==> src/rtl/sh7604_rstc_pkg.sv <==
// sh7604_rstc_pkg
//   Shared types and constants for the SH7604 reset/standby controller.
//   RSTC_STATE_t : the five controller states.
//   RSTK_*       : reset-cause codes presented on RST_KIND for vector fetch.
package sh7604_rstc_pkg;

    typedef enum logic [2:0] {
        ST_HOLD   = 3'd0,
        ST_RUN    = 3'd1,
        ST_SLP    = 3'd2,
        ST_STBY   = 3'd3,
        ST_SETTLE = 3'd4
    } RSTC_STATE_t;

    localparam logic [1:0] RSTK_EXT = 2'b01;  // external RES_N power-on
    localparam logic [1:0] RSTK_WDT = 2'b10;  // watchdog power-on
    localparam logic [1:0] RSTK_MAN = 2'b11;  // watchdog manual

endpackage

==> src/rtl/sh7604_rstc_if.sv <==
// sh7604_rstc_if
//   Bundles the reset sources, wake-up inputs, prescaler ticks and the
//   reset/mode outputs of the reset controller.
//   master : the surrounding system (pins, WDT, INTC, CPU) - drives the
//            request inputs and observes the reset/mode outputs.
//   slave  : the reset controller itself.
// Signalling: there is no valid/ready pairing here. Every input is a level
// or a single-tick pulse that is sampled only on cycles where EN && CE_R is
// high; every output is a register that changes only on those cycles.
interface sh7604_rstc_if;
    logic       RES_N;
    logic       NMI_N;
    logic       IRQ_PEND;
    logic       PRES;
    logic       MRES;
    logic       SLEEP_REQ;
    logic       SBY_BIT;
    logic       CLK512_CE;
    logic       CLK4096_CE;
    logic       CPU_RES_N;
    logic       MOD_RES_N;
    logic       SBY;
    logic       SLEEP;
    logic       WAKE;
    logic [1:0] RST_KIND;

    modport master (
        output RES_N, NMI_N, IRQ_PEND, PRES, MRES, SLEEP_REQ, SBY_BIT,
               CLK512_CE, CLK4096_CE,
        input  CPU_RES_N, MOD_RES_N, SBY, SLEEP, WAKE, RST_KIND
    );

    modport slave (
        input  RES_N, NMI_N, IRQ_PEND, PRES, MRES, SLEEP_REQ, SBY_BIT,
               CLK512_CE, CLK4096_CE,
        output CPU_RES_N, MOD_RES_N, SBY, SLEEP, WAKE, RST_KIND
    );
endinterface

==> src/rtl/sh7604_rstc.sv <==
// sh7604_rstc
//   Reset and standby controller sitting downstream of the watchdog.
//   Stretches reset requests (RES_N pin, WDT PRES/MRES) into the internal
//   CPU/module resets, sequences SLEEP and software standby, and latches
//   the reset cause.
// Ports:
//   CLK, RST   : system clock, synchronous active-high reset
//   CE_R, EN   : all state updates happen only when both are high
//   bus        : sh7604_rstc_if.slave (sources, ticks, reset/mode outputs)
//   STATE_DBG  : current FSM state (debug observation)
//   CNT_DBG    : current hold/settle counter (debug observation)
module sh7604_rstc
    import sh7604_rstc_pkg::*;
#(
    parameter logic [7:0] RST_HOLD   = 8'd16,
    parameter logic [7:0] SETTLE_CNT = 8'd32
) (
    input  logic              CLK,
    input  logic              RST,
    input  logic              CE_R,
    input  logic              EN,
    sh7604_rstc_if.slave      bus,
    output RSTC_STATE_t       STATE_DBG,
    output logic [7:0]        CNT_DBG
);

    RSTC_STATE_t state_q, state_nx;
    logic [7:0]  cnt_q, cnt_nx;
    logic        nmi_old_q;
    logic [1:0]  kind_q, kind_nx;

    logic cpu_res_n_q, mod_res_n_q, sby_q, sleep_q, wake_q;
    logic cpu_res_n_nx, mod_res_n_nx, sby_nx, sleep_nx, wake_nx;

    logic tick;
    logic nmi_fall;
    logic wdt_ok;

    assign tick     = EN && CE_R;
    assign nmi_fall = nmi_old_q && !bus.NMI_N;
    // The watchdog is held in reset/standby outside RUN and SLP, so its
    // requests are only honoured there.
    assign wdt_ok   = (state_q == ST_RUN) || (state_q == ST_SLP);

    // State register: FSM state, counter, NMI history and registered outputs.
    always_ff @(posedge CLK) begin
        if (RST) begin
            state_q     <= ST_HOLD;
            cnt_q       <= RST_HOLD;
            nmi_old_q   <= 1'b1;
            kind_q      <= RSTK_EXT;
            cpu_res_n_q <= 1'b0;
            mod_res_n_q <= 1'b0;
            sby_q       <= 1'b0;
            sleep_q     <= 1'b0;
            wake_q      <= 1'b0;
        end else if (tick) begin
            state_q     <= state_nx;
            cnt_q       <= cnt_nx;
            nmi_old_q   <= bus.NMI_N;
            kind_q      <= kind_nx;
            cpu_res_n_q <= cpu_res_n_nx;
            mod_res_n_q <= mod_res_n_nx;
            sby_q       <= sby_nx;
            sleep_q     <= sleep_nx;
            wake_q      <= wake_nx;
        end
    end

    // Next-state logic. Reset sources preempt every state transition, so a
    // SLEEP_REQ coinciding with PRES/MRES is simply lost.
    always_comb begin
        state_nx = state_q;
        cnt_nx   = cnt_q;
        kind_nx  = kind_q;
        if (!bus.RES_N) begin
            state_nx = ST_HOLD;
            cnt_nx   = RST_HOLD;
            kind_nx  = RSTK_EXT;
        end else if (wdt_ok && bus.PRES) begin
            state_nx = ST_HOLD;
            cnt_nx   = RST_HOLD;
            kind_nx  = RSTK_WDT;
        end else if (wdt_ok && bus.MRES) begin
            state_nx = ST_HOLD;
            cnt_nx   = RST_HOLD;
            kind_nx  = RSTK_MAN;
        end else begin
            case (state_q)
                ST_HOLD: begin
                    if (cnt_q == 8'd0)
                        state_nx = ST_RUN;
                    else if (bus.CLK512_CE)
                        cnt_nx = cnt_q - 8'd1;
                end
                ST_RUN: begin
                    if (bus.SLEEP_REQ)
                        state_nx = bus.SBY_BIT ? ST_STBY : ST_SLP;
                end
                ST_SLP: begin
                    if (bus.IRQ_PEND || nmi_fall)
                        state_nx = ST_RUN;
                end
                ST_STBY: begin
                    if (nmi_fall) begin
                        state_nx = ST_SETTLE;
                        cnt_nx   = SETTLE_CNT;
                    end
                end
                ST_SETTLE: begin
                    // Further NMI edges are ignored here: no reload.
                    if (cnt_q == 8'd0)
                        state_nx = ST_RUN;
                    else if (bus.CLK4096_CE)
                        cnt_nx = cnt_q - 8'd1;
                end
                default: begin
                    state_nx = ST_HOLD;
                    cnt_nx   = RST_HOLD;
                end
            endcase
        end
    end

    // Output logic: next values of the registered outputs, derived from the
    // transition being taken so they appear together with the new state.
    always_comb begin
        cpu_res_n_nx = (state_nx != ST_HOLD);
        // A manual reset leaves the on-chip modules running.
        mod_res_n_nx = !((state_nx == ST_HOLD) && (kind_nx != RSTK_MAN));
        sby_nx       = (state_nx == ST_STBY) || (state_nx == ST_SETTLE);
        sleep_nx     = (state_nx == ST_SLP);
        wake_nx      = (state_nx == ST_RUN) &&
                       ((state_q == ST_SLP) || (state_q == ST_SETTLE));
    end

    assign bus.CPU_RES_N = cpu_res_n_q;
    assign bus.MOD_RES_N = mod_res_n_q;
    assign bus.SBY       = sby_q;
    assign bus.SLEEP     = sleep_q;
    assign bus.WAKE      = wake_q;
    assign bus.RST_KIND  = kind_q;
    assign STATE_DBG     = state_q;
    assign CNT_DBG       = cnt_q;

endmodule
==> src/flat_wrapper.sv <==
// flat-port wrapper written by rule: the top's interface ports become plain ports
module sh7604_rstc_flat import sh7604_rstc_pkg::*;
#(
    parameter logic [7:0] RST_HOLD   = 8'd16,
    parameter logic [7:0] SETTLE_CNT = 8'd32
)
  (CLK, RST, CE_R, EN, STATE_DBG, CNT_DBG, bus_RES_N, bus_NMI_N, bus_IRQ_PEND, bus_PRES, bus_MRES, bus_SLEEP_REQ, bus_SBY_BIT, bus_CLK512_CE, bus_CLK4096_CE, bus_CPU_RES_N, bus_MOD_RES_N, bus_SBY, bus_SLEEP, bus_WAKE, bus_RST_KIND);
  sh7604_rstc_if bus_i ();
  input  logic CLK;
  input  logic RST;
  input  logic CE_R;
  input  logic EN;
  output RSTC_STATE_t STATE_DBG;
  output logic [7:0] CNT_DBG;
  input wire logic [$bits(bus_i.RES_N)-1:0] bus_RES_N;
  input wire logic [$bits(bus_i.NMI_N)-1:0] bus_NMI_N;
  input wire logic [$bits(bus_i.IRQ_PEND)-1:0] bus_IRQ_PEND;
  input wire logic [$bits(bus_i.PRES)-1:0] bus_PRES;
  input wire logic [$bits(bus_i.MRES)-1:0] bus_MRES;
  input wire logic [$bits(bus_i.SLEEP_REQ)-1:0] bus_SLEEP_REQ;
  input wire logic [$bits(bus_i.SBY_BIT)-1:0] bus_SBY_BIT;
  input wire logic [$bits(bus_i.CLK512_CE)-1:0] bus_CLK512_CE;
  input wire logic [$bits(bus_i.CLK4096_CE)-1:0] bus_CLK4096_CE;
  output wire logic [$bits(bus_i.CPU_RES_N)-1:0] bus_CPU_RES_N;
  output wire logic [$bits(bus_i.MOD_RES_N)-1:0] bus_MOD_RES_N;
  output wire logic [$bits(bus_i.SBY)-1:0] bus_SBY;
  output wire logic [$bits(bus_i.SLEEP)-1:0] bus_SLEEP;
  output wire logic [$bits(bus_i.WAKE)-1:0] bus_WAKE;
  output wire logic [$bits(bus_i.RST_KIND)-1:0] bus_RST_KIND;
  assign bus_i.RES_N = bus_RES_N;
  assign bus_i.NMI_N = bus_NMI_N;
  assign bus_i.IRQ_PEND = bus_IRQ_PEND;
  assign bus_i.PRES = bus_PRES;
  assign bus_i.MRES = bus_MRES;
  assign bus_i.SLEEP_REQ = bus_SLEEP_REQ;
  assign bus_i.SBY_BIT = bus_SBY_BIT;
  assign bus_i.CLK512_CE = bus_CLK512_CE;
  assign bus_i.CLK4096_CE = bus_CLK4096_CE;
  assign bus_CPU_RES_N = bus_i.CPU_RES_N;
  assign bus_MOD_RES_N = bus_i.MOD_RES_N;
  assign bus_SBY = bus_i.SBY;
  assign bus_SLEEP = bus_i.SLEEP;
  assign bus_WAKE = bus_i.WAKE;
  assign bus_RST_KIND = bus_i.RST_KIND;
  sh7604_rstc #(.RST_HOLD(RST_HOLD), .SETTLE_CNT(SETTLE_CNT)) u_core (.CLK(CLK), .RST(RST), .CE_R(CE_R), .EN(EN), .bus(bus_i), .STATE_DBG(STATE_DBG), .CNT_DBG(CNT_DBG));
endmodule
==> config.mk <==
export PLATFORM = sky130hd
export DESIGN_NAME = sh7604_rstc_flat
export DESIGN_NICKNAME = d
export VERILOG_FILES = /design/src/rtl/sh7604_rstc_pkg.sv /design/src/rtl/sh7604_rstc_if.sv /design/src/rtl/sh7604_rstc.sv /design/src/flat_wrapper.sv
export SDC_FILE = /design/constraint.sdc
export NUM_CORES = 1
export LEC_CHECK = 0
export ABC_AREA = 1
export CAP_MARGIN = 20
export CORE_ASPECT_RATIO = 1.1
export CORE_MARGIN = 5
export CORE_UTILIZATION = 51
export DETAILED_ROUTE_END_ITERATION = 6
export PLACE_DENSITY = 0.84
export SETUP_SLACK_MARGIN = 0.2
export SYNTH_ARGS = -nofsm -noshare
export SYNTH_HDL_FRONTEND = slang
export SYNTH_SLANG_ARGS = --single-unit
==> constraint.sdc <==
create_clock -name CLK -period 2.79 [get_ports CLK]
set_input_delay 0.279 -clock CLK [delete_from_list [all_inputs] [get_ports CLK]]
set_output_delay 0.279 -clock CLK [all_outputs]
set_load 0.1 [all_outputs]
==> flow_summary.toml <==
[pwr]
cellPowerDensity_nw_per_um2 = 451.8
static-leakage-power_nw = 0.7123
worst_ir_drop_vdd_mv = 0.3505
fin_total_pwr_w = 0.0006676

[placed_design]
place_congestion = 0.8252
dpl.cell_count = 242
hpwlAfterDp_mm = 2.393
count_of_input_and_output_buffers = 30

[die]
die_w_um = 55.57
dieArea_um2 = 3341
fp.coreArea_um2 = 2207
std_cell_rows = 18
start_util_pct = 52.78
chipHeight_um = 60.13
boundaryPins = 31

[timing]
finalSetupViolCount = 0
final.hold.worst_slack_ns = 0.4826
timing.final.max_slew_violations = 0
setup_repair_after_global_routing_missed_its_margin = "no"
worst_slew_margin_rel_pct = 67.96
share_of_the_cycle_needed_by_the_critical_path_after_routing_pct = 61.64
worst_pin_slew_ns = 0.4791
post-route-min-period_ns = 1.720
clock.fmax_mhz = 581.4
fin_tns_setup_ns = 0
report.final.hold_viol_count = 0
finClkSkew_ns = 0.01054

[route]
vias_per_cell = 5.451
ant_nets = 0
remaining_drc_errors = 0
routed_wire_length_per_instance_um = 12.27
drt_pre_antenna_iters = 5
dr_vias = 1341
drt_iter0_drc = 70
postRouteWirelength_mm = 3.019

[synthesis]
mappedNetlistArea_um2 = 1165
synthFlopType = "sky130_fd_sc_hd__dfxtp_1"
net_count_after_synthesis = 198
yosysWarningCount = 0
synth_commonest_cells = "sky130_fd_sc_hd__nand2_1 (44), sky130_fd_sc_hd__nor2_1 (26), sky130_fd_sc_hd__inv_1 (21)"
ys_ff_latch = 19
largest_area_contributor_in_the_synthesized_netlist = "sky130_fd_sc_hd__dfxtp_1"
yosys.area.top_type_share_pct = 32.65
synthCells = 184
synth.distinct_cells = 30
synth_most_common_cell = "sky130_fd_sc_hd__nand2_1"
seq_area_frac_synth_pct = 32.65
synth-edff-count = 0
post_synth.cell_area_avg_um2 = 6.331
async_flop_share_pct = 0
synth_area_leaders = "sky130_fd_sc_hd__dfxtp_1 (33%), sky130_fd_sc_hd__nand2_1 (14%), sky130_fd_sc_hd__nor2_1 (8.4%), sky130_fd_sc_hd__a21oi_1 (6.9%), sky130_fd_sc_hd__inv_1 (6.8%)"

[setup_path]
crit_path_max_fanout = 10
crit_arrival_ns = 1.92
regToRegEndpoint = "u_core.CNT_DBG[4]$_SDFFE_PP1P_"
worst_setup_path_endpoint = "u_core.CNT_DBG[4]$_SDFFE_PP1P_"
worst-r2r-setup-slack_ns = 1.07
cp-end-kind = "register"
path_class = "register to register"
crit_path_top_delay_cell = "sky130_fd_sc_hd__dfxtp_1"
worst_ep_required_time_ns = 2.99
critical_path.startpoint_type = "register"
critPathLaunch = "u_core.CNT_DBG[0]$_SDFFE_PP0P_"
crit_chain = "inv_1 > ha_1 > nand2_1 > nor2_1 > nand4_1 > inv_1 > o21ai_4 > nand2_4 > clkinv_2 > o31ai_1 > nand2_1"
rr_startpoint = "u_core.CNT_DBG[0]$_SDFFE_PP0P_"
crit_path_max_incr_delay_ns = 0.35
worst_r2r_path_depth = 11

[cts]
htree_levels = 1
clock_tree.root_cell = "sky130_fd_sc_hd__clkbuf_4"
cts.clk_slew.worst_paths_ns = 0.12
cts_hold_buffers = 0
clk_latency_ns = 0.30
cts_buffers = 3
post_cts_resized = 0
clock_sink_count = 19
tritoncts_clock_tree = "done"
max-clock-path-buffers = 2
postCtsSetupRepairBufs = 0

[layout]
seq_area_um2 = 380.4
antenna_cells = 0
area.growth.synth_to_final_pct = 26.85
multi_input_comb_area_um2 = 674.4
fin_nets = 231
final-instance-count-excl-fill = 246
final_core_utilization_pct = 66.95
layout-drive-gt1-share_pct = 17.13
filler_cell_count = 218

[run_status]
outcome = "completed"

[job]
timing.max_cap.violations = 0

[global_route]
grt_first_pass_wirelength_mm = 5.333
global_route.overflow_total = 0
globalRouteTotalUtil_pct = 19.77
initial_antenna_violation_count = 0
first_global_vias = 1319
grt_max_degree = 14

[min_path]
hold_start = "u_core.bus.WAKE$_SDFFE_PP0P_"
hold_path_class = "register to register"
## state kept, by name, indices dropped and copies added, names as in the netlist
register,flops
u_core.bus.SBY,1
u_core.STATE_DBG,3
u_core.bus.MOD_RES_N,1
u_core.bus.CPU_RES_N,1
u_core.bus.SLEEP,1
u_core.bus.WAKE,1
u_core.bus.RST_KIND,2
u_core.CNT_DBG,8
u_core.nmi_old_q,1
## cell usage in the layout (no fill, tap or decap)
| master | instances |
|---|---|
| sky130_fd_sc_hd__a211oi_1 | 1 |
| sky130_fd_sc_hd__a21oi_1 | 16 |
| sky130_fd_sc_hd__a21oi_4 | 1 |
| sky130_fd_sc_hd__a31oi_1 | 1 |
| sky130_fd_sc_hd__buf_4 | 18 |
| sky130_fd_sc_hd__clkbuf_4 | 3 |
| sky130_fd_sc_hd__clkdlybuf4s50_1 | 12 |
| sky130_fd_sc_hd__clkinv_1 | 1 |
| sky130_fd_sc_hd__clkinv_2 | 2 |
| sky130_fd_sc_hd__dfxtp_1 | 19 |
| sky130_fd_sc_hd__ha_1 | 1 |
| sky130_fd_sc_hd__inv_1 | 21 |
| sky130_fd_sc_hd__inv_2 | 4 |
| sky130_fd_sc_hd__nand2_1 | 44 |
| sky130_fd_sc_hd__nand2_2 | 1 |
| sky130_fd_sc_hd__nand2_4 | 1 |
| sky130_fd_sc_hd__nand3_1 | 15 |
| sky130_fd_sc_hd__nand3_2 | 2 |
| sky130_fd_sc_hd__nand4_1 | 3 |
| sky130_fd_sc_hd__nor2_1 | 26 |
| sky130_fd_sc_hd__nor2_2 | 2 |
| sky130_fd_sc_hd__nor3_1 | 3 |
| sky130_fd_sc_hd__o211ai_1 | 2 |
| sky130_fd_sc_hd__o21a_1 | 1 |
| sky130_fd_sc_hd__o21ai_0 | 6 |
| sky130_fd_sc_hd__o21ai_1 | 3 |
| sky130_fd_sc_hd__o21ai_2 | 1 |
| sky130_fd_sc_hd__o21ai_4 | 1 |
| sky130_fd_sc_hd__o21bai_1 | 2 |
| sky130_fd_sc_hd__o31ai_1 | 1 |
| sky130_fd_sc_hd__or2_2 | 1 |
| sky130_fd_sc_hd__xor2_1 | 1 |
## critical path, delay by kind of cell, from the launching register on
family                   cells  cell delay [ns]
adder cells (fa/ha/maj)      1             0.18
buffers and inverters        3             0.30
AO/OA/AOI/OAI                2             0.16
flip-flops                   1             0.35
AND/OR/NAND/NOR              5             0.63
## worst min path at each step
stage / endpoint / cells past startpoint
2_1_floorplan: u_core.bus.RST_KIND[0]$_SDFFE_PP1P_ / 2
3_3_place_gp: u_core.bus.SLEEP$_SDFFE_PP0P_ / 2
3_5_place_dp: u_core.bus.WAKE$_SDFFE_PP0P_ / 2
4_1_cts: u_core.bus.WAKE$_SDFFE_PP0P_ / 2
5_1_grt: u_core.bus.WAKE$_SDFFE_PP0P_ / 2
6_report: u_core.bus.WAKE$_SDFFE_PP0P_ / 2
## cell type report
cell class	instances	share of cell area, %
Sequential cell	19	25.74
Tap cell	30	2.540
Clock inverter	1	0.3387
Timing Repair Buffer	30	17.27
Multi-Input combinational cell	136	45.64
Inverter	27	6.943
Clock buffer	3	1.524
## metrics by stage
stage               area (um^2)  worst slack (ns)
global placement           1450            0.9842
floorplan                  1165            0.5344
global route               1478            0.9066
detailed placement         1450            0.8898
finish                     1478             1.070
CTS                        1478             1.074
## routing by layer
layer | track usage, % | part of all wire (%)
met2 | 38.68 | 53
met4 | 6.597 | 1.3
met3 | 3.456 | 5.9
met1 | 21.58 | 40
met5 | 0 | 0
## logic make-up after synthesis
group | after synthesis | synth area share [%]
adders and majority gates | 1 | 1.074
buffers and inverters | 29 | 9.452
AOI/OAI and AO/OA | 36 | 19.34
DFF | 19 | 32.65
xor gates and xnor gates | 1 | 0.7520
and+or+nand+nor | 98 | 36.73
## report_power, final
part	total (W)	internal [W]	switching [W]
Sequential	0.000296	0.000284	0.0000124
Combinational	0.000230	0.0000653	0.000165
Clock	0.000142	0.0000534	0.0000884
Total	0.000668	0.000402	0.000265
Note: power is estimated with default switching activity, not from simulation.
